`src/rtl/west_feeder_pkg.sv`:
```
// -----------------------------------------------------------------------------
// west_feeder_pkg
//   Shared definitions for the west-edge feeder of the systolic array.
//   - INST_* : 2-bit per-row instruction codes carried alongside each data slot
//              (bit1 = execute, bit0 = load / output-trigger).
//   - state_t: controller state encoding.
//   - cnt_inc: saturating 8-bit increment used by the phase counters.
// -----------------------------------------------------------------------------
package west_feeder_pkg;

    localparam logic [1:0] INST_IDLE = 2'b00;
    localparam logic [1:0] INST_LOAD = 2'b01;
    localparam logic [1:0] INST_EXEC = 2'b10;

    localparam int CNT_W = 8;

    typedef enum logic [2:0] {
        ST_IDLE  = 3'd0,
        ST_LOAD  = 3'd1,
        ST_EXEC  = 3'd2,
        ST_TRIG  = 3'd3,
        ST_DRAIN = 3'd4,
        ST_DONE  = 3'd5
    } state_t;

    // Phase counters never wrap: they hold at all-ones instead.
    function automatic logic [CNT_W-1:0] cnt_inc(input logic [CNT_W-1:0] c);
        return (c == {CNT_W{1'b1}}) ? c : c + {{(CNT_W-1){1'b0}}, 1'b1};
    endfunction

endpackage

```
`src/rtl/skew_delay.sv`:
```
// -----------------------------------------------------------------------------
// skew_delay
//   Registered shift line of `depth` stages, `width` bits wide. Used once per
//   array row to produce the diagonal skew of the west-edge feed.
//
//   Ports:
//     clk   : clock, rising edge
//     reset : synchronous active-high; clears every stage to zero
//     din   : slot entering stage 0
//     dout  : slot leaving the last stage (depth cycles after entry)
// -----------------------------------------------------------------------------
module skew_delay #(
    parameter int depth = 1,
    parameter int width = 1
) (
    input  logic             clk,
    input  logic             reset,
    input  logic [width-1:0] din,
    output logic [width-1:0] dout
);

    logic [depth-1:0][width-1:0] stage_reg;

    always_ff @(posedge clk) begin
        if (reset) begin
            stage_reg <= '0;
        end else begin
            stage_reg[0] <= din;
            for (int i = 1; i < depth; i++) begin
                stage_reg[i] <= stage_reg[i-1];
            end
        end
    end

    assign dout = stage_reg[depth-1];

endmodule

```
`src/rtl/west_feeder.sv`:
```
// -----------------------------------------------------------------------------
// west_feeder
//   Feeds the west edge of a row x col systolic array. A run optionally loads
//   `col` weight vectors (weight-stationary), then streams `len` execute
//   vectors, then (output-stationary only) issues one output-trigger slot, and
//   finally drains the skew lines so every row is idle when `done` pulses.
//
//   Each cycle produces one stage-0 slot {data, inst}. Row r sees that slot
//   r+1 cycles later through its own skew_delay, so data and instruction
//   always travel together and stalls appear as whole bubbles on every row.
//
//   Ports:
//     clk, reset   : clock and synchronous active-high reset
//     start        : run request, honoured only while idle
//     mode_select  : 0 = weight-stationary, 1 = output-stationary (on start)
//     len          : execute vectors for the run (on start), 0 allowed
//     in_data      : source vector, row r in [r*bw +: bw]
//     in_valid     : source valid
//     in_ready     : feeder can accept a vector this cycle
//     out_w        : skewed per-row data, row r in [r*bw +: bw]
//     inst_w       : skewed per-row instruction, row r in [r*2 +: 2]
//     busy         : a run is in progress
//     done         : one-cycle pulse at the end of a run
// -----------------------------------------------------------------------------
module west_feeder
    import west_feeder_pkg::*;
#(
    parameter int row = 8,
    parameter int col = 8,
    parameter int bw  = 4
) (
    input  logic              clk,
    input  logic              reset,
    input  logic              start,
    input  logic              mode_select,
    input  logic [7:0]        len,
    input  logic [row*bw-1:0] in_data,
    input  logic              in_valid,
    output logic              in_ready,
    output logic [row*bw-1:0] out_w,
    output logic [row*2-1:0]  inst_w,
    output logic              busy,
    output logic              done
);

    localparam logic [CNT_W-1:0] COL_LIMIT  = CNT_W'(col);
    localparam logic [CNT_W-1:0] DRAIN_LAST = CNT_W'(row - 1);

    // ------------------------------------------------------------------
    // Controller state
    // ------------------------------------------------------------------
    state_t           state_reg, state_next;
    logic [CNT_W-1:0] cnt_reg,   cnt_next;
    logic [CNT_W-1:0] len_reg,   len_next;
    logic             mode_reg,  mode_next;

    logic [CNT_W-1:0] cnt_plus;
    logic [CNT_W-1:0] phase_limit;
    logic             exhausted;
    logic             ready_int;
    logic             xfer;
    logic [1:0]       slot_inst;

    assign cnt_plus    = cnt_inc(cnt_reg);
    assign phase_limit = (state_reg == ST_LOAD) ? COL_LIMIT : len_reg;
    assign exhausted   = (cnt_reg >= phase_limit);

    always_ff @(posedge clk) begin
        if (reset) begin
            state_reg <= ST_IDLE;
            cnt_reg   <= '0;
            len_reg   <= '0;
            mode_reg  <= 1'b0;
        end else begin
            state_reg <= state_next;
            cnt_reg   <= cnt_next;
            len_reg   <= len_next;
            mode_reg  <= mode_next;
        end
    end

    always_comb begin
        state_next = state_reg;
        cnt_next   = cnt_reg;
        len_next   = len_reg;
        mode_next  = mode_reg;
        ready_int  = 1'b0;
        xfer       = 1'b0;
        slot_inst  = INST_IDLE;

        case (state_reg)
            ST_IDLE: begin
                if (start) begin
                    mode_next  = mode_select;
                    len_next   = len;
                    cnt_next   = '0;
                    state_next = mode_select ? ST_EXEC : ST_LOAD;
                end
            end

            ST_LOAD, ST_EXEC: begin
                ready_int = !exhausted;
                xfer      = ready_int && in_valid;
                if (xfer) begin
                    slot_inst = (state_reg == ST_LOAD) ? INST_LOAD : INST_EXEC;
                    cnt_next  = cnt_plus;
                end
                // Leave on the final transfer itself so the phases abut with
                // no bubble; an already-empty phase (len = 0) leaves after
                // one idle cycle.
                if (exhausted || (xfer && (cnt_plus >= phase_limit))) begin
                    cnt_next = '0;
                    if (state_reg == ST_LOAD) begin
                        state_next = ST_EXEC;
                    end else begin
                        state_next = mode_reg ? ST_TRIG : ST_DRAIN;
                    end
                end
            end

            ST_TRIG: begin
                slot_inst  = INST_LOAD;
                cnt_next   = '0;
                state_next = ST_DRAIN;
            end

            ST_DRAIN: begin
                // Pushes idle slots for row cycles so the deepest skew line
                // is empty by the time done is raised.
                if (cnt_reg >= DRAIN_LAST) begin
                    cnt_next   = '0;
                    state_next = ST_DONE;
                end else begin
                    cnt_next = cnt_plus;
                end
            end

            ST_DONE: begin
                state_next = ST_IDLE;
            end

            default: begin
                state_next = ST_IDLE;
                cnt_next   = '0;
            end
        endcase
    end

    // Outputs are forced low for the whole time reset is held, including the
    // cycle before the first clock edge under reset.
    assign in_ready = ready_int && !reset;
    assign busy     = (state_reg != ST_IDLE) && !reset;
    assign done     = (state_reg == ST_DONE) && !reset;

    // ------------------------------------------------------------------
    // Per-row skew lines: row gi delays the shared stage-0 slot gi+1 cycles
    // ------------------------------------------------------------------
    generate
        for (genvar gi = 0; gi < row; gi++) begin : g_row
            logic [bw+1:0] row_din;
            logic [bw+1:0] row_dout;

            // Data is zeroed on every non-transfer slot (stall, TRIG, drain).
            assign row_din = {xfer ? in_data[gi*bw +: bw] : {bw{1'b0}}, slot_inst};

            skew_delay #(
                .depth (gi + 1),
                .width (bw + 2)
            ) u_skew (
                .clk   (clk),
                .reset (reset),
                .din   (row_din),
                .dout  (row_dout)
            );

            assign out_w [gi*bw +: bw] = reset ? {bw{1'b0}} : row_dout[bw+1:2];
            assign inst_w[gi*2  +: 2]  = reset ? 2'b00      : row_dout[1:0];
        end
    endgenerate

endmodule

```
`config.mk`:
```
export PLATFORM = sky130hd
export DESIGN_NAME = west_feeder
export DESIGN_NICKNAME = d
export VERILOG_FILES = /design/src/rtl/west_feeder_pkg.sv /design/src/rtl/skew_delay.sv /design/src/rtl/west_feeder.sv
export SDC_FILE = /design/constraint.sdc
export NUM_CORES = 1
export LEC_CHECK = 0
export BUFFER_PORTS_ARGS = -buffer_cell sky130_fd_sc_hd__buf_2
export CORE_MARGIN = 10
export CORE_UTILIZATION = 33
export DETAILED_ROUTE_END_ITERATION = 10
export PLACE_DENSITY = 0.48
export SLEW_MARGIN = 30
export SYNTH_ARGS = -nofsm -noshare
export SYNTH_HDL_FRONTEND = slang
export SYNTH_HIERARCHICAL = 1
export SYNTH_SLANG_ARGS = --single-unit
```
`constraint.sdc`:
```
create_clock -name clk -period 3.2 [get_ports clk]
set_input_delay 0.48 -clock clk [delete_from_list [all_inputs] [get_ports clk]]
set_output_delay 0.48 -clock clk [all_outputs]
set_load 0.005 [all_outputs]
```
==> results.md, run 1 <==
* DIE WIDTH at 180 microns
* Distinct cells, synth at 45
* DRT iter0 DRCs at 211
* GRT overflow at 0
* Worst-path fanout max at 7
* Syn Area/Cell at 10.6 sq um
* Dpl hpwl at 9.67 mm
* Area growth from synthesis to layout at 17.4%
* R2r startpoint: cnt_reg[1]
* Final WL at 15.0 mm
* Clock Skews at 0.00725 ns
* Final Wtd Congestion at 0.862
* PwrDens at 736 nW/um^2
* Initial antenna violation count at 0
* CTS root buf: clkbuf_16
* Switching pwr at 0.00185 W
* Synth top area share at 0.559
* Final hold vios at 0
* Worst setup path endpoint: in_ready
* H-tree depth at 1
* Placed cells at 1166
* #FFs+latches synth at 236
* Largest net degree at the start of global routing at 95
* First-pass GRT wire length at 24.9 mm
* Mapped Area at 8450 sq um
* # DRC at 0
* Comb power frac at 0.158
* Net Sw Frac at 0.254
* CTS buffer count at 26
* I/O pins at 96
* Fillers at 2492
* Crit Path Class: flip-flop to primary output
* Post-synth net total at 862
* Post-synth EDFFs at 0
* I/O Buffers at 95
* Worst Setup End Kind: primary output
* Slack of the worst reg-to-reg path at 0.24 ns
* Row cnt at 58
* Max incr delay on CP at 0.39 ns
* Least-Margin Pin Slew at 0.551 ns
* HP Class: input pin to flip-flop
* Non-filler cells, final at 1213
* CORE AREA at 25200 sq um
* Die ar. at 32400 sq um
* Startpoint types: flip-flop
* Max Slew Vio Count at 0
* Max-cap violation count at 0
* Internal at 0.00545 W
* Worst Path Required at 2.72 ns
* Drt pass-1 iters at 4
* Async SR Flop Fraction at 0
* # setup viols final at 0
* Via density at 4.13
* Worst Setup SP: state_reg[0]
* Total GRT Usage at 0.0892
* Static Leak at 4.16 nW
* Highest clock rate at 335 MHz
* Ant diodes at 0
* Peak supply drop at 0.394 mV
* TritonCTS clock tree: yes
* WL/cell at 12.4 microns
* Rel. slew slack at 0.633
* Slowest CP cell: dfxtp_2
* Antenna-violating nets left at 0
* Cells on worst reg2reg path at 11
* Die Y at 180 microns
* CTS Hold Bufs at 0
* Cell taking the most area after synthesis: dfxtp_1
* Longest Clk Path Bufs at 3
* Main area contributors after synthesis: dfxtp_1 56%, nor2b_1 15%, nor2b_2 4.8%
* RSZ-0062 raised after global routing: no
* Vias in the first global route at 4923
* Synth warn at 6
* Num Clock Sinks at 236
* Routed via count at 5007
* Synth Instances at 800
* Main flop type after synthesis: dfxtp_1
* Setup_tns at 0 ns
* Clk pwr share at 0.406
* Sequential fraction of the synthesis area at 0.559
* Data arrival, critical path at 2.51 ns
* Status: completed
* Final Cycle Share at 0.934
* Clk_lat worst skew at 0.52 ns
* Worst-path clk slew at 0.06 ns
* Starting Density at 0.335
* Period minus WS final at 2.99 ns
* Critical path, cell by cell: nand3_4, and2_4, ha_1, nor2b_1, o21ai_1, a211o_1, or2_4, nor2_1, buf_2
* Number of flip-flops in the largest register at 168
* Reg2reg end: state_reg[0]
* Final nets at 927
* Seq pwr share at 0.435
* Layout cells sized above 1 at 0.266
[worst max-delay path, delay by kind of cell (launching register included)]
kind / cells / cell delay, ns
AOI/OAI and AO/OA: 2 / 0.41
adders and majority gates: 1 / 0.27
buffers and inverters: 1 / 0.11
DFF: 1 / 0.39
and+or+nand+nor: 5 / 0.79
[placed cells by master, fill, tap and decap left out, types with 4 or more instances in the layout]
master and n:
dfxtp_1 235, nor2b_1 201, buf_2 94, nor2b_2 46
and2_1 35, nand2_1 32, clkbuf_16 26, nor2_1 25
buf_4 18, a21oi_1 17, ha_1 16, and2b_1 11
nor3_1 10, nand3_1 8, and2b_2 8, clkinv_2 6
inv_1 5, a31oi_1 5, clkbuf_1 5, a211oi_1 4
o211ai_1 4, clkbuf_8 4
[cell families (layout without fill, tap and decap cells)]
group	Yosys count	after routing	synth area share
flip-flops	236	236	0.559
multiplexers	1	1	0.00118
buffers and inverters	86	169	0.0696
XOR/XNOR	4	4	0.00415
adder cells (fa/ha/maj)	17	17	0.0252
AND/OR/NAND/NOR	402	402	0.295
AO/OA/AOI/OAI	54	54	0.0452
[power groups by stage]
stage | clock network (W) | logic [W] | registers (W)
after detailed placement | 0 | 0.00111 | 0.00323
final | 0.00297 | 0.00116 | 0.00318
after floorplan | 0 | 0.000773 | 0.00321
after CTS | 0.00311 | 0.00116 | 0.00317
after global placement | 0 | 0.00112 | 0.00323
after global routing | 0.00323 | 0.00130 | 0.00319
[worst min-delay path by stage]
| stage | endpoint | cells past startpoint | slack [ns] | startpoint |
|---|---|---|---|---|
| after floorplan | g_row[2].u_skew/dout[0] | 1 | 0.41 | g_row[2].u_skew/stage_reg[6] |
| final | len_reg[3] | 3 | 0.20 | len[3] |
| after global routing | len_reg[0] | 3 | 0.19 | len[0] |
| after CTS | len_reg[2] | 3 | 0.17 | len[2] |
| after global placement | g_row[2].u_skew/stage_reg[11] | 1 | 0.42 | g_row[2].u_skew/stage_reg[5] |
| after detailed placement | g_row[2].u_skew/dout[3] | 1 | 0.42 | g_row[2].u_skew/stage_reg[9] |
[per-stage QoR]
step	cell area [sq um]	hold WS, ns	util	setup WS (ns)	power [W]
final	9920	0.201	0.394	0.211	0.00730
after global routing	9920	0.192	0.394	0.00528	0.00772
after CTS	9880	0.165	0.392	0.0716	0.00744
after detailed placement	8990	0.418	0.357	0.255	0.00434
after global placement	8990	0.415	0.357	0.308	0.00435
after floorplan	8450	0.411	-	0.400	0.00399
[routing by layer]
metal	GRT usage	wire length, microns	vias to the layer above	share of wire
met5	0	0	-	0
met4	0.0308	372	0	0.025
met3	0.0241	848	26	0.057
met2	0.139	6520	107	0.43
met1	0.116	7270	2246	0.48
li1	-	-	2628	-
[layout make-up]
type,instances,area [sq um],share of cell area
flip-flops and latches,236,4730,0.476
multi-input cells,478,3210,0.323
inverters,7,26.3,0.00265
clock buffers,35,724,0.0730
clock inverters,11,145,0.0146
repair buffers,116,681,0.0686
well taps,330,413,0.0416
[cells in the mapped netlist (all sizes together), types with 2 or more instances]
cell type  instances
nor3              13
a31oi              5
and2b             19
ha                17
and3               2
o21a               3
or2                3
nor2b            249
a211oi             6
o211ai             4
xnor2              2
nand4              2
a21oi             17
or4                2
nand2             35
nor2              28
nand3              9
inv                7
a22o               2
and2              36
buf               65
a211o              3
a2111oi            2
a21o               2
o21ai              3
clkbuf            14
dfxtp            236
nor4               3
xor2               2
a311oi             3
[repair_timing]
action | 4_1_cts | 5_1_grt
gates resized for setup | 5 | 11
buffers inserted | 1 | 0
endpoints found under the hold margin | 0 | 0
pin swaps | 1 | 4
setup endpoints to repair | 1 | 1
Power figures use the tool's default switching activity.
==> inputs of run 2 (changes only) <==
--- a/config.mk
+++ b/config.mk
@@ -5,11 +5,14 @@
 export SDC_FILE = /design/constraint.sdc
 export NUM_CORES = 1
 export LEC_CHECK = 0
+export ABC_AREA = 1
 export BUFFER_PORTS_ARGS = -buffer_cell sky130_fd_sc_hd__buf_2
+export CELL_PAD_IN_SITES_DETAIL_PLACEMENT = 2
+export CELL_PAD_IN_SITES_GLOBAL_PLACEMENT = 2
 export CORE_MARGIN = 10
 export CORE_UTILIZATION = 33
 export DETAILED_ROUTE_END_ITERATION = 10
-export PLACE_DENSITY = 0.48
+export PLACE_DENSITY = 0.75
 export SLEW_MARGIN = 30
 export SYNTH_ARGS = -nofsm -noshare
 export SYNTH_HDL_FRONTEND = slang
==> run 2 against run 1 <==
  * Count of clock-buffer cells in the layout increased by 5
  * Register-to-register slack improved by 0.31 ns
  * Combinational power increased by 11%
  * Hold slack got worse by 0.022 ns
  * Highest routed layer unchanged
==> results.md, run 2 <==
* Routed via count at 6374 (was 5007)
* Max-cap violation count at 0 (unchanged)
* Clock Skews at 0.0113 ns (was 0.00725 ns)
* Worst Setup End Kind: primary output (unchanged)
* Setup slack after layout at 0.183 ns (was 0.211 ns)
* Synth top cells by count: 335 x nor2_1, 322 x inv_1, 236 x dfxtp_1, 68 x nand2_1, 42 x buf_4 (was 236 x dfxtp_1, 201 x nor2b_1, 46 x nor2b_2, 43 x buf_4, 36 x and2_1)
* Final nets at 1256 (was 927)
* Area growth from synthesis to layout at 15.2% (was 17.4%)
* #FFs+latches synth at 236 (unchanged)
* Num Clock Sinks at 236 (unchanged)
* Met3 Use GR at 0.0245 (was 0.0241)
* GRT overflow at 0 (unchanged)
* Worst Path Required at 2.72 ns (about the same)
* WL/cell at 12.5 microns (was 12.4 microns)
* Crit Path Class: flip-flop to primary output (unchanged)
* Dpl hpwl at 13.2 mm (was 9.67 mm)
* Main flop type after synthesis: dfxtp_1 (unchanged)
* Number of flip-flops in the largest register at 168 (unchanged)
* I/O Buffers at 95 (unchanged)
* Syn Area/Cell at 7.78 sq um (was 10.6 sq um)
* Final Wtd Congestion at 0.744 (was 0.862)
* Largest net degree at the start of global routing at 75 (was 95)
* Place WS at 0.459 ns (was 0.255 ns)
* TritonCTS clock tree: yes (unchanged)
* Final instance area at 10200 sq um (was 9920 sq um)
* CORE AREA at 26200 sq um (was 25200 sq um)
* Worst-path clk slew at 0.06 ns (about the same)
* Rel. slew slack at 0.728 (was 0.633)
* Vias in the first global route at 6924 (was 4923)
* Cell taking the most area after synthesis: dfxtp_1 (unchanged)
* Least-Margin Pin Slew at 0.407 ns (was 0.551 ns)
* Most numerous cell in the Yosys netlist: nor2_1 (was dfxtp_1)
* DIE WIDTH at 184 microns (was 180 microns)
* Sequential fraction of the synthesis area at 0.535 (was 0.559)
* GR peak layer: met2 (unchanged)
* Longest Clk Path Bufs at 3 (unchanged)
* Total GRT Usage at 0.116 (was 0.0892)
* Synth warn at 6 (unchanged)
* Distinct cells, synth at 31 (was 45)
* Peak supply drop at 0.389 mV (was 0.394 mV)
* Cells on worst reg2reg path at 15 (was 11)
* Max Slew Vio Count at 0 (unchanged)
* Layout cells sized above 1 at 0.158 (was 0.266)
* Most frequent cells in the layout: 335 x nor2_1, 322 x inv_1, 235 x dfxtp_1 (was 235 x dfxtp_1, 201 x nor2b_1, 94 x buf_2)
* Post-synth EDFFs at 0 (unchanged)
* DRT iter0 DRCs at 185 (was 211)
* Reg2reg end: g_row[4].u_skew/stage_reg[4] (was state_reg[0])
* Async SR Flop Fraction at 0 (unchanged)
* Starting Density at 0.337 (was 0.335)
* DP Area at 9240 sq um (was 8990 sq um)
* Slack of the worst reg-to-reg path at 0.55 ns (was 0.24 ns)
* Die ar. at 33700 sq um (was 32400 sq um)
* Final Cycle Share at 0.943 (was 0.934)
* Worst Hold Launch: len[0] (was len[3])
* Mapped Area at 8830 sq um (was 8450 sq um)
* Main area contributors after synthesis: dfxtp_1 53%, nor2_1 14%, inv_1 14% (was dfxtp_1 56%, nor2b_1 15%, nor2b_2 4.8%)
* Final hold vios at 0 (unchanged)
* Clk_lat worst skew at 0.52 ns (about the same)
* Data arrival, critical path at 2.54 ns (was 2.51 ns)
* Static Leak at 4.52 nW (was 4.16 nW)
* Synth Instances at 1135 (was 800)
* Met1 Track Usage GR at 0.130 (was 0.116)
* Die Y at 184 microns (was 180 microns)
* Hold Crit Depth at 3 (unchanged)
* First-pass GRT wire length at 32.8 mm (was 24.9 mm)
* Initial antenna violation count at 0 (unchanged)
* Most common cell after layout, fill and taps aside: nor2_1 (was dfxtp_1)
* Post-synth net total at 1197 (was 862)
* CTS buffer count at 27 (was 26)
* R2r startpoint: state_reg[0] (was cnt_reg[1])
* Synth top area share at 0.535 (was 0.559)
* Via density at 4.12 (was 4.13)
* Met2 Usage GRT at 0.216 (was 0.139)
* Startpoint types: flip-flop (unchanged)
* Highest clock rate at 331 MHz (was 335 MHz)
* Status: completed (unchanged)
* # setup viols final at 0 (unchanged)
* Area of the multi-input gates at 2270 sq um (was 3210 sq um)
* Row cnt at 59 (was 58)
* Hold Crit Endpoint: len_reg[0] (was len_reg[3])
* Antenna-violating nets left at 0 (unchanged)
* # DRC at 0 (unchanged)
* Worst-path fanout max at 10 (was 7)
* Sequential Area at 4730 sq um (unchanged)
* HP Class: input pin to flip-flop (unchanged)
* Final WL at 19.3 mm (was 15.0 mm)
* Drt pass-1 iters at 4 (unchanged)
* I/O pins at 96 (unchanged)
* Period minus WS final at 3.02 ns (was 2.99 ns)
* CTS root buf: clkbuf_16 (unchanged)
* PwrDens at 748 nW/um^2 (was 736 nW/um^2)
* Fillers at 3069 (was 2492)
* H-tree depth at 1 (unchanged)
* Ant diodes at 0 (unchanged)
-- run 2: cell types whose count changed in the layout (fill, tap and decap cells not counted), moves of 11 or more --
cell,previous run,this run
and2_1,35,0
and2b_1,11,0
inv_1,5,322
nand2_1,32,65
nor2_1,25,335
nor2b_1,201,0
nor2b_2,46,0
-- run 2: cell type report --
| cell class | instances | area share |
|---|---|---|
| clock buffers | 40 | 0.0781 |
| repair buffers | 107 | 0.0602 |
| multi-input cells | 493 | 0.223 |
| inverters | 329 | 0.122 |
| flip-flops and latches | 236 | 0.464 |
| clock inverters | 7 | 0.0112 |
| well taps | 335 | 0.0412 |
-- run 2: logic make-up after synthesis --
family,count (synthesis),synth area share
xor gates and xnor gates,4,0.00397
and+or+nand+nor,441,0.204
DFF,236,0.535
buffers and inverters,406,0.210
adders and majority gates,17,0.0241
AOI/OAI and AO/OA,31,0.0232
-- run 2: power by group --
part           leakage, nW  switching, W  internal, W
Combinational         2.17      0.000884     0.000410
Clock                0.449       0.00116      0.00194
Sequential            1.91     0.0000823      0.00313
Total                 4.52       0.00213      0.00548
-- run 2: repair_timing --
action,CTS,global route
pin swaps,0,2
hold buffers,0,0
setup endpoints to repair,1,1
gates cloned,0,0
buffers inserted,0,2
gates resized for setup,1,5
-- run 2: how the worst max path moves through the flow --
stage                                         to  slack (ns)  cells after the start          from
floorplan                g_row[0].u_skew/dout[1]        0.82                     18  state_reg[0]
global placement                        in_ready        0.58                     14  state_reg[0]
detailed placement  g_row[4].u_skew/stage_reg[4]        0.46                     18  state_reg[0]
CTS                                     in_ready        0.06                     14  state_reg[0]
global route                            in_ready       -0.02                     14  state_reg[0]
finish                                  in_ready        0.18                     11  state_reg[0]
-- run 2: critical path, stage by stage (launching register included) --
cell and delay [ns]:
dfxtp_2 0.37, inv_2 0.07, nor3_4 0.25, inv_4 0.10
nand2_1 0.12, ha_1 0.26, a21oi_1 0.16, nor2_1 0.06
nor2_2 0.17, nand2_2 0.12, nor3_4 0.20, buf_2 0.15
-- run 2: stage by stage --
stage / cells / hold WS, ns / power [W] / TNS [ns] / utilization
after floorplan: 1135 / 0.388 / 0.00419 / 0 / -
after global placement: 1498 / 0.389 / 0.00448 / 0 / 0.352
after detailed placement: 1498 / 0.397 / 0.00454 / 0 / 0.352
after CTS: 1545 / 0.155 / 0.00775 / 0 / 0.387
after global routing: 1547 / 0.188 / 0.00810 / -0.0155 / 0.388
final: 1547 / 0.179 / 0.00761 / 0 / 0.388
-- run 2: per-layer routing --
metal | routed length, microns | up-vias
met2 | 9880 | 78
li1 | - | 3225
met4 | 398 | 0
met5 | 0 | -
met1 | 8250 | 3040
met3 | 822 | 31
